===== config.mk =====
export PLATFORM = sky130hd
export DESIGN_NAME = mul_sequencer
export DESIGN_NICKNAME = d
export VERILOG_FILES = /design/src/rtl/ControlSignals.sv /design/src/rtl/mul_sequencer.sv
export SDC_FILE = /design/constraint.sdc
export NUM_CORES = 1
export LEC_CHECK = 0
export BUFFER_PORTS_ARGS = -buffer_cell sky130_fd_sc_hd__buf_4
export CAP_MARGIN = 10
export CORE_AREA = 2 2 152 154
export DETAILED_ROUTE_END_ITERATION = 10
export DIE_AREA = 0 0 154 156
export PLACE_DENSITY = 0.74
export SETUP_SLACK_MARGIN = 0.15
export SLEW_MARGIN = 20
export SYNTH_ARGS = -nofsm -noshare
export SYNTH_HDL_FRONTEND = slang
export SYNTH_SLANG_ARGS = --single-unit

===== constraint.sdc =====
create_clock -name clk_in -period 1.68 [get_ports clk_in]
set_clock_uncertainty 0.2 [all_clocks]
set_input_delay 0.084 -clock clk_in [delete_from_list [all_inputs] [get_ports clk_in]]
set_output_delay 0.084 -clock clk_in [all_outputs]
set_load 0.03 [all_outputs]

===== src/rtl/ControlSignals.sv =====
`timescale 1ns/1ps
`default_nettype none
// ============================================================================
//  Package     : ControlSignals
//  Description : Shared control encodings: ALU opcodes and multiply-sequencer
//                FSM states.
//  Revision    : 1.0
// ============================================================================
package ControlSignals;

   typedef enum logic [3:0] {
      OP_ADD  = 4'd0,
      OP_SUB  = 4'd1,
      OP_AND  = 4'd2,
      OP_OR   = 4'd3,
      OP_XOR  = 4'd4,
      OP_SLL  = 4'd5,
      OP_SRL  = 4'd6,
      OP_SRA  = 4'd7,
      OP_SLT  = 4'd8,
      OP_SLTU = 4'd9
   } aluOperation_t;

   typedef enum logic [1:0] {
      IDLE = 2'd0,
      CALC = 2'd1,
      DONE = 2'd2
   } mulSeqState_t;

endpackage : ControlSignals
`default_nettype wire


===== src/rtl/mul_sequencer.sv =====
`timescale 1ns/1ps
`default_nettype none
// ============================================================================
//  Module      : mul_sequencer
//  Description : Shift-and-add unsigned multiplier that borrows the shared
//                external ALU for its additions; returns the low half of the
//                product. Define MUL_SEQ_EARLY_EXIT_EN to finish as soon as
//                the remaining multiplier bits are all zero.
//  Revision    : 1.0
// ============================================================================
module mul_sequencer
   import ControlSignals::*;
#(
   parameter  int REG_DATA_WIDTH_POW = 6,
   localparam int REG_DATA_WIDTH     = 1 << REG_DATA_WIDTH_POW
) (
   input  logic                      clk_in,
   input  logic                      rstN_in,
   input  logic                      reqValid_in,
   output logic                      reqReady_out,
   input  logic [REG_DATA_WIDTH-1:0] multiplicand_in,
   input  logic [REG_DATA_WIDTH-1:0] multiplier_in,
   input  logic                      flush_in,
   output logic                      resultValid_out,
   input  logic                      resultReady_in,
   output logic [REG_DATA_WIDTH-1:0] product_out,
   output logic [REG_DATA_WIDTH-1:0] aluOperand1_out,
   output logic [REG_DATA_WIDTH-1:0] aluOperand2_out,
   output aluOperation_t             aluOpcode_out,
   input  logic [REG_DATA_WIDTH-1:0] aluResult_in
);

   // Count saturates at all-ones, which is exactly REG_DATA_WIDTH-1.
   localparam logic [REG_DATA_WIDTH_POW-1:0] c_LAST_COUNT = '1;

   mulSeqState_t                  r_state;
   mulSeqState_t                  w_nextState;
   logic [REG_DATA_WIDTH-1:0]     r_acc;
   logic [REG_DATA_WIDTH-1:0]     r_mcand;
   logic [REG_DATA_WIDTH-1:0]     r_mplier;
   logic [REG_DATA_WIDTH_POW-1:0] r_count;
   logic [REG_DATA_WIDTH-1:0]     w_mplierShift;
   logic                          w_accept;
   logic                          w_lastStep;
   logic                          w_skipCalc;

   assign w_mplierShift = r_mplier >> 1;

`ifdef MUL_SEQ_EARLY_EXIT_EN
   assign w_lastStep = (r_count == c_LAST_COUNT) || (w_mplierShift == '0);
   assign w_skipCalc = (multiplier_in == '0);
`else
   assign w_lastStep = (r_count == c_LAST_COUNT);
   assign w_skipCalc = 1'b0;
`endif

   always_ff @(posedge clk_in or negedge rstN_in) begin
      if (!rstN_in) begin
         r_state <= IDLE;
      end else begin
         r_state <= w_nextState;
      end
   end

   always_comb begin
      w_nextState = r_state;
      w_accept    = 1'b0;
      unique case (r_state)
         IDLE: begin
            if (reqValid_in) begin
               w_accept    = 1'b1;
               w_nextState = w_skipCalc ? DONE : CALC;
            end
         end
         CALC: begin
            if (w_lastStep) begin
               w_nextState = DONE;
            end
         end
         DONE: begin
            if (resultReady_in) begin
               w_nextState = IDLE;
            end
         end
         default: w_nextState = IDLE;
      endcase
      // Flush beats everything, including a pending accept.
      if (flush_in) begin
         w_nextState = IDLE;
         w_accept    = 1'b0;
      end
   end

   always_ff @(posedge clk_in or negedge rstN_in) begin
      if (!rstN_in) begin
         r_acc    <= '0;
         r_mcand  <= '0;
         r_mplier <= '0;
         r_count  <= '0;
      end else if (w_accept) begin
         r_acc    <= '0;
         r_mcand  <= multiplicand_in;
         r_mplier <= multiplier_in;
         r_count  <= '0;
      end else if ((r_state == CALC) && !flush_in) begin
         if (r_mplier[0]) begin
            r_acc <= aluResult_in;
         end
         r_mcand  <= r_mcand << 1;
         r_mplier <= w_mplierShift;
         r_count  <= r_count + 1'b1;
      end
   end

   // ALU request is static; the parent only consumes it while in CALC.
   assign aluOperand1_out = r_acc;
   assign aluOperand2_out = r_mcand;
   assign aluOpcode_out   = OP_ADD;

   assign reqReady_out    = (r_state == IDLE);
   assign resultValid_out = (r_state == DONE);
   assign product_out     = r_acc;

endmodule : mul_sequencer
`default_nettype wire


* Word level (Yosys, flattened, before mapping) *
Cells that the tools add are included.

cells by class
  add/subtract/negate cells = 1
  eq/ne operators = 6
  muxes and demuxes = 17
  reductions and logical operators = 7

operators by type and width
  operator               count
  $mux W64               7
  $mux W6                2
  $mux W2                4
  $add A6 B1 Y6 const B  1
  $eq A6 B6 Y1 const B   1
  $ne A3 B2 Y1 const B   2
  $pmux W2 S3            1
  $reduce_bool A2 Y1     2
  $mux W1                3
  $ne A3 B3 Y1 const B   1
  $reduce_and A3 Y1      1
  $eq A2 B1 Y1 const B   1
  $eq A2 B2 Y1 const B   1
  $logic_not A2 Y1       1
  $reduce_and A2 Y1      1
  $logic_and A1 B1 Y1    1
  $logic_not A1 Y1       1

storage, ports and cells
  flip-flop bits (word level) = 200
  bits of input ports = 197
  logic and storage cells = 36

* Depth between registers and ports, before layout *
Gate-level depths: netlist of the first run.

  word-level depth = 5
  mapped depth = 6
  gate-level depth less buffers = 4

* Worst setup path after synthesis of the first run *
No wires, ideal clock.

  kind = flip-flop to flip-flop
  start point = register r_state[1]
  end point = register r_count[4]
  setup time = 0.120 ns
  arrival time = 1.466 ns
  data required time = 1.360 ns
  slack = -0.106 ns
  stages on the path, launching flop included = 7
  buffers on the path = 3
  cells stage by stage = dfrtp_1 > nor4b_1 > buf_2 > buf_4 > buf_4 > a211oi_1 > a31o_2

between the ends
  word-level cells in the longest chain between the ends = 4
  elaborated cells between the ends (all ways) = 7
  classes of those cells = eq/ne: 1; mux: 3; reduce/logical: 3

RTL lines
  element                                        line                  text
  start, declared                                mul_sequencer.sv:36   mulSeqState_t r_state;
  start signal, assigned                         mul_sequencer.sv:61   r_state <= w_nextState;
  $logic_not A2 Y1                               mul_sequencer.sv:68   unique case (r_state)
  $mux W1                                        mul_sequencer.sv:68
  $mux W1                                        mul_sequencer.sv:88   if (flush_in) begin
  $mux W6 or $reduce_bool A2 Y1 (tied branches)  --
  end signal, assigned                           mul_sequencer.sv:111  r_count <= r_count + 1'b1;
  end, declared                                  mul_sequencer.sv:41   logic [REG_DATA_WIDTH_POW-1:0] r_count;

Parallel ways exist; a longest one is shown, timed or not.
A chain may end at the register's enable or synchronous reset.

* Worst setup path after layout of the first run *
  start point = register r_state[1]
  end point = register r_count[5]

The elaborated chain is that of the path after synthesis.

==> flow_summary.yaml, run 1 <==
status:
  status: "finished, violations left"
  violations: "setup timing"
global_routing:
  first_global_vias: 8348
  track_usage: 0.2316
  antenna_found_initial: 1
  grt_pass1_wl_um: 44730
  grt_overflow_total: 0
  grt_max_degree: 65
cts:
  htreeDepth: 4
  cts_max_path_buffers: 2
  cts_tree: "built"
  cts_buffers: 17
  clk_pin_slew_ns: 0.07
  cts_root_buf: "clkbuf_16"
  insertion_delay_ns: 0.42
  cts_sinks: 200
place:
  numPortBuffers: 390
  placedCellCount: 1273
  preCtsSetupSlack_ns: -0.1140
  gp_congestion: 0.8433
  dpl.hpwl_um: 18240
  dpl_cell_area_sq_mm: 0.01173
min_path:
  worstHoldPathType: "input pin to flop"
  hold_depth: 5
yosys:
  synth_edf_count: 0
  ys_seq_area_frac: 0.5797
  syn_avg_cell_area_sq_um: 12.71
  ys_seq_elements: 200
  ys_types: 28
  ys.flop_type: "dfrtp_1"
  synth_cells: 679
  syn_area_sq_mm: 0.008633
  async_flop_share: 1.000
  yosys_warnings: 0
setup_path:
  critical_path_depth: 3
  path_max_fanout: 6
  crit_path_end_kind: "flop"
  worstRegToRegCells: 3
  critPathArrivalTime_ns: 1.95
  critPathTopFamily: "simple AND/OR/NAND/NOR gates"
  cp_data_required_time_ns: 1.83
  path_buf_inv: 0
  cpMaxStageDelayCell: "or4_4"
  worst-setup-path-type: "flop to flop"
  setup.worst_path.start_class: "flop"
  worstReg2RegStart: "r_state[1]"
  critPathMaxStageDelay_ns: 0.49
  path_cells: "or3b_4 -> or4_4 -> a21oi_2"
  setup.worst_path.end: "r_count[5]"
  r2r-end: "r_count[5]"
  critPathLaunch: "r_state[1]"
  reg2reg_setup_slack_ns: -0.12
die:
  coreArea_sq_mm: 0.02237
  start_util: 0.3860
  dieArea_sq_mm: 0.02402
  die_h_um: 156
  num_rows: 55
  die_w_um: 154
  io_pins: 395
detailed_routing:
  num_vias: 7989
  post_drt_via_cell_ratio: 5.294
  wl_per_cell_um: 19.31
  drt-total-wl_um: 29130
  drc: 0
  first_iter_violations: 517
  postRouteAntennaNets: 0
  dr.pass1.iters: 5
timing:
  grt_setup_unrepaired: "true"
  maxSlewViolCount: 0
  whs_ns: 0.003537
  period_minus_slack_ns: 1.799
  max_freq_ghz: 0.5559
  final-setup-viol-count: 196
  setup_ws_ns: -0.1189
  finalCritPeriodShare: 1.071
  hold_viol: 0
  setup_tns_ns: -11.02
finish:
  nNetsFinal: 1408
  areaGrowthSynthToFinish_pct: 67.51
  drive_gt1_frac: 0.3966
  fin_area_sq_mm: 0.01446
  final_util: 0.6466
  stdcell_count: 1509
pwr:
  peakVddDrop_uv: 777.9
  totalPowerFinal_mw: 17.44
  p_leak_nw: 7.822
  pwr_density_cell_mw_per_mm2: 1206
job:
  drv_cap: 0
## area by class of cell
| class | count | area (sq um) |
|---|---|---|
| antenna | 1 | 2.502 |
| clock buffer | 18 | 429.2 |
| clock inverter | 14 | 157.7 |
| fill | 1603 | 7904 |
| inverter | 1 | 3.754 |
| multi-input combinational | 357 | 2957 |
| sequential | 200 | 5007 |
| tap | 285 | 356.6 |
| timing repair buffer | 633 | 5548 |
## cells in the final DEF, fill, tap and decap left out, drive strengths merged, types with 4 or more instances in the layout
master,n
a21o,126
buf,434
a22o,192
conb,4
clkinv,4
clkbuf,21
a21oi,4
dlygate4sd3,196
inv,8
nor2,7
dfrtp,200
## worst min-delay path, cell delays in order
cell	delay, ns
buf_4	0.15
nor3b_4	0.06
buf_12	0.15
nand2_1	0.08
a21oi_2	0.05
## cells in the mapped netlist (all sizes together) (2+ instances only)
library cell / count / area (sq um)
clkbuf: 16 / 60.06
nor4bb: 2 / 20.02
a21o: 126 / 945.9
buf: 108 / 713.2
nand3: 3 / 15.01
a22o: 192 / 1682
a21oi: 4 / 20.02
dfrtp: 200 / 5005
nor2: 7 / 26.28
xnor2: 2 / 17.52
or3: 2 / 12.51
nand2: 3 / 11.26
## where the power goes
part	switching, mW	internal [mW]	leakage [nW]
clock network	2.02	2.13	0.283
registers	0.961	5.91	2.57
logic	3.48	2.95	4.97
total	6.46	11.0	7.82
## state kept, by name, indices dropped and copies added (netlist names)
register         count
aluOperand1_out     64
r_mplier            64
r_count              6
r_state              2
aluOperand2_out     64
## logic make-up after synthesis
logic type	synth area share
compound gates	0.3100
xor+xnor	0.002029
fa+ha+maj	0.001449
buf+inv	0.09000
flops	0.5797
other cells	0.0004344
simple gates	0.01638
## what timing repair did
item                       in CTS  in global routing
cloned                          0                  3
gates resized for setup        10                 16
hold endpoints to repair      395                  2
setup buffers                   2                  2
setup endpoints to repair     200                325
hold buffers                  194                  2
pin swaps                      31                  6
## per-layer routing
layer	GRT usage	wire, um	vias up
met2	0.4049	14960	354
met1	0.2785	11420	4035
met3	0.05472	1820	54
li1	-	-	3546
met5	0	0	-
met4	0.08812	928	0
## worst min path at each step
stage,endpoint,from,slack (ns)
final,r_count[1],flush_in,0.004
after global routing,r_count[1],flush_in,0.006
after CTS,r_state[1],flush_in,-0.29
after detailed placement,r_mplier[40],rstN_in,-0.13
after global placement,r_mplier[40],rstN_in,-0.13
after floorplan,aluOperand1_out[0],rstN_in,-0.41
Power figures use the tool's default switching activity.
==> inputs of run 2 (changes only) <==
--- a/config.mk
+++ b/config.mk
@@ -10,7 +10,7 @@
 export CORE_AREA = 2 2 152 154
 export DETAILED_ROUTE_END_ITERATION = 10
 export DIE_AREA = 0 0 154 156
-export PLACE_DENSITY = 0.74
+export PLACE_DENSITY = 0.71
 export SETUP_SLACK_MARGIN = 0.15
 export SLEW_MARGIN = 20
 export SYNTH_ARGS = -nofsm -noshare
==> constraint.sdc (replaced) <==
create_clock -name clk_in -period 1.89 [get_ports clk_in]
set_clock_uncertainty 0.2 [all_clocks]
set_input_delay 0.0945 -clock clk_in [delete_from_list [all_inputs] [get_ports clk_in]]
set_output_delay 0.0945 -clock clk_in [all_outputs]
set_load 0.03 [all_outputs]
==> run 2 against run 1 <==
  * Power decreased by 10%
  * Hold slack improved by 0.061 ns
  * The run now ends clean
  * First-iteration DRC count increased by 6.2%
  * Largest cell class unchanged
  * Via count decreased by 0.76%
  * Design area increased by 0.16%
==> flow_summary.yaml, run 2 (synthesis gave the netlist of run 1 again) <==
status:
  status: "finished, final reports clean"
pwr:
  peakVddDrop_uv: 517.6
  pwr_density_cell_mw_per_mm2: 1080
  p_leak_nw: 7.842
place:
  preCtsSetupSlack_ns: 0.03086
  dpl_cell_area_sq_mm: 0.01162
  gp_congestion: 0.7699
  numPortBuffers: 390
  dpl.hpwl_um: 17940
timing:
  hold_viol: 0
  grt_setup_unrepaired: "true"
  max_freq_ghz: 0.5450
  final-setup-viol-count: 0
  whs_ns: 0.06434
  finalCritPeriodShare: 0.9707
  setup_ws_ns: 0.05529
  setup_tns_ns: 0
  period_minus_slack_ns: 1.835
  maxSlewViolCount: 0
setup_path:
  path_max_fanout: 5
  path_cells: "buf_6 -> or3b_4 -> or4_4 -> a21oi_2"
  worst-setup-path-type: "flop to flop"
  crit_path_end_kind: "flop"
  setup.worst_path.start_class: "flop"
  cp_data_required_time_ns: 2.04
  critPathArrivalTime_ns: 1.99
  reg2reg_setup_slack_ns: 0.06
  critPathMaxStageDelay_ns: 0.48
  cpMaxStageDelayCell: "or4_4"
detailed_routing:
  drc: 0
  drt-total-wl_um: 30780
  postRouteAntennaNets: 0
  wl_per_cell_um: 20.46
  dr.pass1.iters: 5
  post_drt_via_cell_ratio: 5.271
  first_iter_violations: 549
  num_vias: 7928
die:
  io_pins: 395
  start_util: 0.3860
  dieArea_sq_mm: 0.02402
  die_h_um: 156
  num_rows: 55
  coreArea_sq_mm: 0.02237
  die_w_um: 154
job:
  drv_cap: 0
global_routing:
  first_global_vias: 8017
  antenna_found_initial: 0
  track_usage: 0.2420
  grt_max_degree: 80
  grt_pass1_wl_um: 45840
  grt_overflow_total: 0
finish:
  fin_area_sq_mm: 0.01448
  n_fill_cell: 1642
  diodes: 0
  mostFrequentLayoutCell: "buf_4"
  final_cell_mix: "buf_4 (403), dfrtp_1 (199), dlygate4sd3_1 (196)"
  drive_gt1_frac: 0.3905
  nNetsFinal: 1404
  areaGrowthSynthToFinish_pct: 67.77
cts:
  cts_tree: "built"
  insertion_delay_ns: 0.43
  clk_pin_slew_ns: 0.07
  cts_max_path_buffers: 2
  cts_root_buf: "clkbuf_16"
  htreeDepth: 4
  cts_sinks: 200
  cts_buffers: 17
min_path:
  worstHoldPathType: "input pin to flop"
## run 2: cell types whose count changed in the layout (fill, tap and decap cells not counted), sizes merged
cell / delta
buf: -8
bufinv: +1
clkbuf: +5
clkinv: -1
clkinvlp: -1
diode: -1
## run 2: where the power goes
group          internal, mW  switching (mW)
Sequential             5.25           0.833
Combinational          2.58            3.13
Clock                  2.07            1.78
## run 2: timing repair
action                                  in CTS  in global routing
hold endpoints to repair                   394                  0
gates cloned                                 2                  6
hold buffers                               196                  0
gates resized for setup                      9                  9
pin swaps                                    3                  6
setup buffers                                7                  0
endpoints found under the setup margin     195                199
## run 2: final timing paths
kind | start | to | depth (start not counted)
hold reg to reg | r_mplier[27] | r_mplier[27] | 1
setup / recovery | r_state[1] | r_count[5] | 4
max in group asynchronous | rstN_in | aluOperand2_out[60] | 4
setup reg to reg | r_state[1] | r_count[5] | 4
min in group asynchronous | rstN_in | r_mplier[41] | 3
hold / removal | flush_in | r_count[2] | 5
## run 2: critical path, delay by kind of cell (launching register included)
family | cells | cell delay [ns]
flops | 1 | 0.41
buf+inv | 1 | 0.14
compound gates | 1 | 0.13
simple gates | 2 | 0.88
## run 2: cell type report
cell class	instances	area [sq um]	area share
flip-flops and latches	200	5006	0.3456
repair buffers	629	5562	0.3840
clock buffers	19	442.9	0.03058
clock inverters	13	180.2	0.01244
well taps	285	356.6	0.02462
inverters	1	3.754	0.0002592
multi-input cells	357	2933	0.2025
## run 2: metrics by stage
stage	instances	power, mW	util
3_5_place_dp	1261	11.31	0.5194
3_3_place_gp	1261	11.22	0.5194
6_report	1504	15.64	0.6476
2_1_floorplan	682	9.259	-
4_1_cts	1498	15.58	0.6417
5_1_grt	1504	16.31	0.6476
## run 2: per-layer routing
layer / vias up / global-route usage / share of wire
li1: 3545 / - / -
met1: 3992 / 0.2933 / 0.39
met2: 336 / 0.4222 / 0.52
met3: 55 / 0.05972 / 0.068
met4: 0 / 0.08411 / 0.027
met5: - / 0 / 0
